<file path="src/rtl/online_mult_sequencer_if.sv">
// Chunk-pair input stream for the online multiplier sequencer.
// The producer is master; the sequencer is slave.
interface online_mult_sequencer_if;
    logic       in_valid;
    logic       in_ready;
    logic [3:0] x_plus_in;
    logic [3:0] x_minus_in;
    logic [3:0] y_plus_in;
    logic [3:0] y_minus_in;

    modport master (
        output in_valid,
        output x_plus_in,
        output x_minus_in,
        output y_plus_in,
        output y_minus_in,
        input  in_ready
    );

    modport slave (
        input  in_valid,
        input  x_plus_in,
        input  x_minus_in,
        input  y_plus_in,
        input  y_minus_in,
        output in_ready
    );
endinterface

</file>
<file path="src/rtl/online_mult_sequencer.sv">
// Operand FIFO and init/compute/LSD/output sequencer for the adder control stage.
// Optional sticky underrun flag: define ONLINE_SEQ_UNDERRUN_FLAG_EN.
module online_mult_sequencer #(
    parameter int CHUNKS     = 8,
    parameter int FIFO_DEPTH = 4
) (
    input  logic                    clk,
    input  logic                    rst,
    input  logic                    start,
    input  logic [1:0]              p_in,
    online_mult_sequencer_if.slave  in_if,
    output logic [1:0]              STATE,
    output logic [6:0]              comp_cycle,
    output logic [8:0]              cnt_master,
    output logic [1:0]              p,
    output logic [3:0]              x_plus,
    output logic [3:0]              x_minus,
    output logic [3:0]              y_plus,
    output logic [3:0]              y_minus,
    output logic                    busy,
    output logic                    done,
    output logic                    underrun
);
    localparam int AW = $clog2(FIFO_DEPTH);
    localparam int CW = AW + 1;
    localparam logic [6:0] LAST = 7'(CHUNKS - 1);
    localparam logic [6:0] NCH  = 7'(CHUNKS);
    localparam logic [7:0] ACC_MAX = 8'(CHUNKS);

    typedef enum logic [2:0] {
        IDLE, INIT, COMPUTE, LSD, OUTPUT, DONE
    } state_t;

    state_t state_q, state_d;

    logic [15:0]   mem [FIFO_DEPTH];
    logic [AW-1:0] wr_ptr, rd_ptr;
    logic [CW-1:0] count;
    logic [7:0]    accepted;
    logic          push, pop, pop_req, fifo_empty, start_ok;
    logic [6:0]    cc_d;
    logic [15:0]   dig_d;

    assign fifo_empty = (count == '0);
    assign in_if.in_ready = (count != CW'(FIFO_DEPTH))
                         && (accepted < ACC_MAX);
    assign push = in_if.in_valid && in_if.in_ready;
    assign pop = pop_req && !fifo_empty;
    assign start_ok = (state_q == IDLE) && start;
    // An empty FIFO during compute feeds zero digits instead of stalling.
    assign dig_d = pop ? mem[rd_ptr] : '0;

    always_comb begin
        state_d = state_q;
        cc_d = comp_cycle;
        pop_req = 1'b0;
        case (state_q)
            IDLE: begin
                if (start) begin
                    state_d = INIT;
                    cc_d = '0;
                end
            end
            INIT: begin
                cc_d = 7'd1;
                if (comp_cycle == 7'd1
                    && (count >= CW'(2) || accepted == ACC_MAX)) begin
                    state_d = COMPUTE;
                    cc_d = '0;
                    pop_req = 1'b1;
                end
            end
            COMPUTE: begin
                if (comp_cycle == LAST) begin
                    state_d = LSD;
                    cc_d = NCH;
                end else begin
                    cc_d = comp_cycle + 7'd1;
                    pop_req = 1'b1;
                end
            end
            LSD: begin
                state_d = OUTPUT;
                cc_d = '0;
            end
            OUTPUT: begin
                if (comp_cycle == LAST) begin
                    state_d = DONE;
                    cc_d = '0;
                end else begin
                    cc_d = comp_cycle + 7'd1;
                end
            end
            DONE: begin
                state_d = IDLE;
                cc_d = '0;
            end
            default: state_d = IDLE;
        endcase
    end

    always_comb begin
        case (state_q)
            COMPUTE: STATE = 2'b01;
            LSD:     STATE = 2'b10;
            OUTPUT:  STATE = 2'b11;
            default: STATE = 2'b00;
        endcase
    end

    always_ff @(posedge clk or posedge rst) begin
        if (rst) begin
            state_q <= IDLE;
            comp_cycle <= '0;
            cnt_master <= '0;
            p <= '0;
            {x_plus, x_minus, y_plus, y_minus} <= '0;
            busy <= 1'b0;
            done <= 1'b0;
        end else begin
            state_q <= state_d;
            comp_cycle <= cc_d;
            {x_plus, x_minus, y_plus, y_minus} <= dig_d;
            done <= (state_d == DONE);
            if (start_ok) begin
                p <= p_in;
                busy <= 1'b1;
                cnt_master <= '0;
            end else begin
                if (busy && cnt_master != 9'h1FF)
                    cnt_master <= cnt_master + 9'd1;
                if (state_q == DONE)
                    busy <= 1'b0;
            end
        end
    end

    always_ff @(posedge clk or posedge rst) begin
        if (rst) begin
            wr_ptr <= '0;
            rd_ptr <= '0;
            count <= '0;
            accepted <= '0;
        end else begin
            if (push)
                wr_ptr <= wr_ptr + AW'(1);
            if (pop)
                rd_ptr <= rd_ptr + AW'(1);
            case ({push, pop})
                2'b10:   count <= count + CW'(1);
                2'b01:   count <= count - CW'(1);
                default: count <= count;
            endcase
            if (state_q == DONE)
                accepted <= {7'd0, push};
            else if (push)
                accepted <= accepted + 8'd1;
        end
    end

    always_ff @(posedge clk) begin
        if (push)
            mem[wr_ptr] <= {in_if.x_plus_in, in_if.x_minus_in,
                            in_if.y_plus_in, in_if.y_minus_in};
    end

`ifdef ONLINE_SEQ_UNDERRUN_FLAG_EN
    always_ff @(posedge clk or posedge rst) begin
        if (rst)
            underrun <= 1'b0;
        else if (start_ok)
            underrun <= 1'b0;
        else if (pop_req && fifo_empty)
            underrun <= 1'b1;
    end
`else
    assign underrun = 1'b0;
`endif
endmodule

</file>
<file path="src/flat_wrapper.sv">
// flat-port wrapper written by rule: the top's interface ports become plain ports
module online_mult_sequencer_flat 
#(
    parameter int CHUNKS     = 8,
    parameter int FIFO_DEPTH = 4
)
  (clk, rst, start, p_in, STATE, comp_cycle, cnt_master, p, x_plus, x_minus, y_plus, y_minus, busy, done, underrun, in_if_in_valid, in_if_x_plus_in, in_if_x_minus_in, in_if_y_plus_in, in_if_y_minus_in, in_if_in_ready);
  online_mult_sequencer_if in_if_i ();
  input  logic clk;
  input  logic rst;
  input  logic start;
  input  logic [1:0] p_in;
  output logic [1:0] STATE;
  output logic [6:0] comp_cycle;
  output logic [8:0] cnt_master;
  output logic [1:0] p;
  output logic [3:0] x_plus;
  output logic [3:0] x_minus;
  output logic [3:0] y_plus;
  output logic [3:0] y_minus;
  output logic busy;
  output logic done;
  output logic underrun;
  input wire logic [$bits(in_if_i.in_valid)-1:0] in_if_in_valid;
  input wire logic [$bits(in_if_i.x_plus_in)-1:0] in_if_x_plus_in;
  input wire logic [$bits(in_if_i.x_minus_in)-1:0] in_if_x_minus_in;
  input wire logic [$bits(in_if_i.y_plus_in)-1:0] in_if_y_plus_in;
  input wire logic [$bits(in_if_i.y_minus_in)-1:0] in_if_y_minus_in;
  output wire logic [$bits(in_if_i.in_ready)-1:0] in_if_in_ready;
  assign in_if_i.in_valid = in_if_in_valid;
  assign in_if_i.x_plus_in = in_if_x_plus_in;
  assign in_if_i.x_minus_in = in_if_x_minus_in;
  assign in_if_i.y_plus_in = in_if_y_plus_in;
  assign in_if_i.y_minus_in = in_if_y_minus_in;
  assign in_if_in_ready = in_if_i.in_ready;
  online_mult_sequencer #(.CHUNKS(CHUNKS), .FIFO_DEPTH(FIFO_DEPTH)) u_core (.clk(clk), .rst(rst), .start(start), .p_in(p_in), .in_if(in_if_i), .STATE(STATE), .comp_cycle(comp_cycle), .cnt_master(cnt_master), .p(p), .x_plus(x_plus), .x_minus(x_minus), .y_plus(y_plus), .y_minus(y_minus), .busy(busy), .done(done), .underrun(underrun));
endmodule
</file>
<file path="config.mk">
export PLATFORM = sky130hd
export DESIGN_NAME = online_mult_sequencer_flat
export DESIGN_NICKNAME = d
export VERILOG_FILES = /design/src/rtl/online_mult_sequencer_if.sv /design/src/rtl/online_mult_sequencer.sv /design/src/flat_wrapper.sv
export SDC_FILE = /design/constraint.sdc
export NUM_CORES = 1
export LEC_CHECK = 0
export CORE_MARGIN = 1.5
export CORE_UTILIZATION = 50
export DETAILED_ROUTE_END_ITERATION = 7
export PLACE_DENSITY = 0.76
export SETUP_SLACK_MARGIN = 0.02
export SLEW_MARGIN = 20
export SYNTH_ARGS = -nofsm -noshare
export SYNTH_HDL_FRONTEND = slang
export SYNTH_SLANG_ARGS = --single-unit
</file>
<file path="constraint.sdc">
create_clock -name clk -period 2.5 [get_ports clk]
set_input_delay 0.375 -clock clk [delete_from_list [all_inputs] [get_ports clk]]
set_output_delay 0.375 -clock clk [all_outputs]
set_load 0.02 [all_outputs]
</file>
# Word level (Yosys, flattened, before mapping)
# Memories as Yosys holds them, arrays and structs flattened.
# Cells that the tools add are included.
# classes
add_sub_neg	7
n_lt_le_gt_ge	2
n_eq_ne	14
mux	24
reduce_logical	17
# op_table
operator	count
case mux 7 bit (5 select lines)	1
2-to-1 mux 7 bit	3
2-to-1 mux 9 bit	2
2-to-1 mux 16 bit	1
2-to-1 mux 8 bit	2
case mux 3 bit (5 select lines)	1
2-to-1 mux 3 bit	4
adder 9 x 1 -> 9 bit (second input constant)	1
== test 3 bit (second input constant)	3
!= test 9 bit (second input constant)	1
adder 8 x 1 -> 8 bit (second input constant)	1
== test 8 x 4 -> 1 bit (second input constant)	1
less-than comparator 8 x 4 -> 1 bit (second input constant)	1
nonzero test 2 bit	4
adder 7 x 1 -> 7 bit (second input constant)	1
== test 7 x 1 -> 1 bit (second input constant)	1
== test 7 x 3 -> 1 bit (second input constant)	1
2-to-1 mux 1 bit	7
== test 3 x 2 -> 1 bit (second input constant)	2
logical AND 1 bit	6
logical NOT 3 bit	2
case mux 2 bit (3 select lines)	1
case mux 3 bit (2 select lines)	1
nonzero test 5 bit	1
other kinds (14)	15
# totals
register_bits	54
ram_bits	64
elab_cells	79
memories	1
# memory_table
memory	words	width	read_ports	rd_ports_with_merged_regs	wr	line	rtl
u_core.mem	4	16	1	0	1	online_mult_sequencer.sv:36	logic [15:0] mem [FIFO_DEPTH];

# Depth between registers and ports, before layout
# depth
depth_word	8
ltp_mapped	13
depth_no_buf	12

# Least setup slack after synthesis
# Ideal clock, no wire load.
# synth_timing
kind	register to register
start	reg u_core.comp_cycle[3]
end	reg u_core.count[2]
t_arrival_ns	2.549
required_ns	2.421
slack_ns	-0.128
stages_incl_launch_ff	12
path_buffers	1
synth_period_minus_slack_ns	2.628
cell_sequence	dfrtp_1 -> nor4_4 -> nand3_1 -> o22a_4 -> buf_6 -> inv_1 -> ha_1 -> inv_1 -> fa_1 -> xor2_1 -> nor2_1 -> xor2_1
# synth_via
elab_chain_len	7
word_cells_on_any_way	11
# synth_rtl
item	line	rtl
start, declared	online_mult_sequencer.sv:13	output logic [6:0] comp_cycle,
start signal, assigned	online_mult_sequencer.sv:114	comp_cycle <= '0;
start signal, assigned	online_mult_sequencer.sv:122	comp_cycle <= cc_d;
== test 7 x 1 -> 1 bit	online_mult_sequencer.sv:66	if (comp_cycle == 7'd1
logical AND 1 bit	online_mult_sequencer.sv:67	&& (count >= CW'(2) || accepted == ACC_MAX)) begin
2-to-1 mux 1 bit	online_mult_sequencer.sv:66	
case mux 1 bit (2 select lines) (*)	online_mult_sequencer.sv:57	case (state_q)
logical AND 1 bit (*)	online_mult_sequencer.sv:48	assign pop = pop_req && !fifo_empty;
named net u_core.pop	online_mult_sequencer.sv:40	logic push, pop, pop_req, fifo_empty, start_ok;
== test 2 x 1 -> 1 bit or == test 2 bit (tied branches)	online_mult_sequencer.sv:149	case ({push, pop})
case mux 3 bit (2 select lines) or nonzero test 2 bit (tied branches)	--	
end signal, assigned	online_mult_sequencer.sv:150	2'b10: count <= count + CW'(1);
end signal, assigned	online_mult_sequencer.sv:151	2'b01: count <= count - CW'(1);
end signal, assigned	online_mult_sequencer.sv:152	default: count <= count;
end, declared	online_mult_sequencer.sv:38	logic [CW-1:0] count;
# Mark *: on every way through the listed nets, which the timed path passes. The rest lies on a longest branch.
# A chain may end at the register's enable or synchronous reset.

# Worst setup path in the final report
# layout_timing
start	reg u_core.comp_cycle[1]
end	reg u_core.count[2]
# The elaborated chain is that of the path after synthesis.

==> flow_summary.ini <==
[clock_tree]
clock_sinks = 118
cts_root_buffer = clkbuf_8
htreeDepth = 4
cts_tree = done
cts_buffer_depth = 2
insertion_delay_ns = 0.51
postCtsSetupBuffers = 0
path_clk_slew_ns = 0.06
cts_made_buffers = 17

[yosys]
synth_nets = 348
synth_enable_flop_cells = 64
ys_types = 49
syn_inst = 314
synth.cell_area_um2 = 4890
ys.flop_type = edfxtp_1
synth.avg_cell_area_um2 = 15.6
ys_seq_area_frac = 0.670
ys_ff_latch = 118
ys_warn_count = 0
async_flop_share = 0.458

[power_and_ir_drop]
pwr_density_cell_nw_per_um2 = 1230
finalPower_w = 0.00772
ir_worst_vdd_uv = 654
p_leak_nw = 2.53

[final_layout]
regArea_um2 = 3280
drive_above_1_share = 0.206
final_cell_area_um2 = 6300
stdcell_count = 536
layout_commonest_cell = edfxtp_1
final_cell_mix = edfxtp_1 (64), clkdlybuf4s50_1 (57), dfrtp_1 (52), nor2b_1 (18), nor2_1 (17)
fin_nets = 428
area_delta_synth_final_pct = 28.8
fillers = 675
antenna_cells = 0
multi_input_area_um2 = 1520

[sta]
hold_violations = 0
slew_headroom = 0.465
holdWs_ns = 0.379
fin_skew_ns = 0.00780
worst_pin_slew_ns = 0.802
finalCritPeriodShare = 0.922
setup_viol = 0
drv_slew = 0
setup_tns_ns = 0
grt_setup_unrepaired = false
fmax_mhz = 434
period_minus_slack_ns = 2.30

[global_route]
grt_overflow_total = 0
antenna_found_initial = 0
grt_use_total = 0.192
grt_pass1_wl_um = 14600
grtUsageMet2 = 0.319
grt_busiest_layer = met2
globalRouteMet3Util = 0.0581
grt_pass1_vias = 2925
use_met1 = 0.241
grt_max_degree = 55

[placed_design]
place_hpwl_um = 5530
place_congestion = 0.780
placed_cell_area_um2 = 5690
dpl.cell_count = 504
numPortBuffers = 60

[worst_hold_path]
hold_path.class = input port to asynchronous set/reset pin

[routing]
detail_route.wl_per_cell_um = 16.9
drtIter0Drc = 121
drtPass1Iterations = 4
via_per_inst = 5.31
ant_nets = 0
drt_wl_total_um = 9040
vias = 2847
drc = 0

[critical_path]
start_kind = flop
crit_family = adder cells
cpMaxStageDelayCell = dfrtp_1
cp_data_arrival_time_ns = 2.74
worstPathCellList = inv_1 -> ha_1 -> nor2b_2 -> nand3_1 -> o22a_4 -> inv_2 -> ha_4 -> inv_2 -> fa_2 -> xor2_1 -> nor2_1 -> xor2_1
crit_fanout = 5
crit_path_max_incr_delay_ns = 0.42
worstSetupEndpointType = flop
critPathBufInv = 3
critPathKind = flop to flop
critical_path_required_ns = 2.93

[floorplan]
die_area_um2 = 10400
dieWidth_um = 102
rows = 35
die_h_um = 102
coreArea_um2 = 9370
start_util = 0.521
ioPinCount = 62

[run]
maxCapViolations = 0

[outcome]
status = completed
through the flow:
stage / setup slack (ns) / utilization
floorplan: 0.0587 / -
detailed placement: 0.147 / 0.607
CTS: 0.0133 / 0.670
global placement: 0.255 / 0.607
global route: 0.0614 / 0.672
finish: 0.196 / 0.672
synth_stat cells (2+ instances only):
cell type  count  area (µm²)
nor2b_1       19         119
nand3_1        4        20.0
xor2_1         8        70.1
and3_1         5        31.3
or3_1          2        12.5
nor3b_1        3        22.5
buf_2          6        30.0
a21oi_1        2        10.0
nor2_1        17        63.8
dfrtp_1       54        1350
a22o_1         5        43.8
mux2_2         2        22.5
mux4_2        16         360
a41oi_1        2        17.5
clkbuf_1       3        11.3
and2_1         8        50.1
a21o_1         3        22.5
o31ai_1        2        15.0
buf_6          2        22.5
buf_4          2        15.0
o21ai_0       11        55.1
ha_1          11         138
mux2i_1        4        40.0
a31oi_1        2        12.5
nand2_1       12        45.0
edfxtp_1      64        1920
xnor2_1        6        52.6
inv_1         13        48.8
nand4_1        5        31.3
nor3_1         2        10.0
layer usage:
metal / vias to the layer above / part of all wire
met5: - / 0
met4: 0 / 0.012
met3: 9 / 0.046
met2: 75 / 0.51
met1: 1448 / 0.43
li1: 1315 / -
flip-flops by register name (all words and copies together), names as in the netlist:
register and cells:
u_core.accepted 8, u_core.rd_ptr 2, u_core.count 3, u_core.wr_ptr 2, u_core.p 2, u_core.x_plus 4, u_core.busy 1, u_core.cnt_master 9
u_core.mem 64, u_core.y_plus 4, u_core.x_minus 4, u_core.state_q 3, u_core.comp_cycle 7, u_core.y_minus 4, u_core.done 1
cells by family after synthesis:
family,after synthesis,synth area share
muxes,22,0.0865
buffers and inverters,26,0.0261
xor gates and xnor gates,15,0.0284
adders and majority gates,12,0.0323
AOI/OAI and AO/OA,33,0.0494
and+or+nand+nor,87,0.107
DFF,118,0.670
other,1,0.000767
final cells by class:
cell class,instances,area share
Tap cell,129,0.0256
Multi-Input combinational cell,170,0.241
Inverter,13,0.00775
Clock buffer,17,0.0658
Sequential cell,118,0.520
Timing Repair Buffer,74,0.111
Clock inverter,15,0.0284
power breakdown:
group          internal, W  total [W]  switching [W]  leakage, nW
sequential         0.00253    0.00286       0.000322         1.29
combinational      0.00121    0.00245        0.00124        0.956
clock              0.00152    0.00241       0.000891        0.283
path summary, 6_finish.rpt:
kind	from	slack, ns	end	cells after the start
hold reg to reg	u_core.count[2]	0.49	u_core.count[2]	1
setup reg to reg	u_core.comp_cycle[1]	0.20	u_core.count[2]	12
max in group asynchronous	rst	1.62	u_core.comp_cycle[6]	3
hold / removal	rst	0.38	u_core.y_minus[3]	3
min in group clk	p_in[0]	0.48	u_core.p[0]	2
setup / recovery	u_core.comp_cycle[1]	0.20	u_core.count[2]	12
tightest hold or removal path, stage by stage:
cell             delay (ns)
clkdlybuf4s50_1        0.41
inv_2                  0.05
buf_4                  0.56
repair_timing:
| action | in CTS | in global routing |
|---|---|---|
| gates resized for setup | 2 | 7 |
| endpoints found under the setup margin | 2 | 3 |
| hold buffers | 0 | 0 |
No activity file was read; power rests on OpenSTA's default activity.
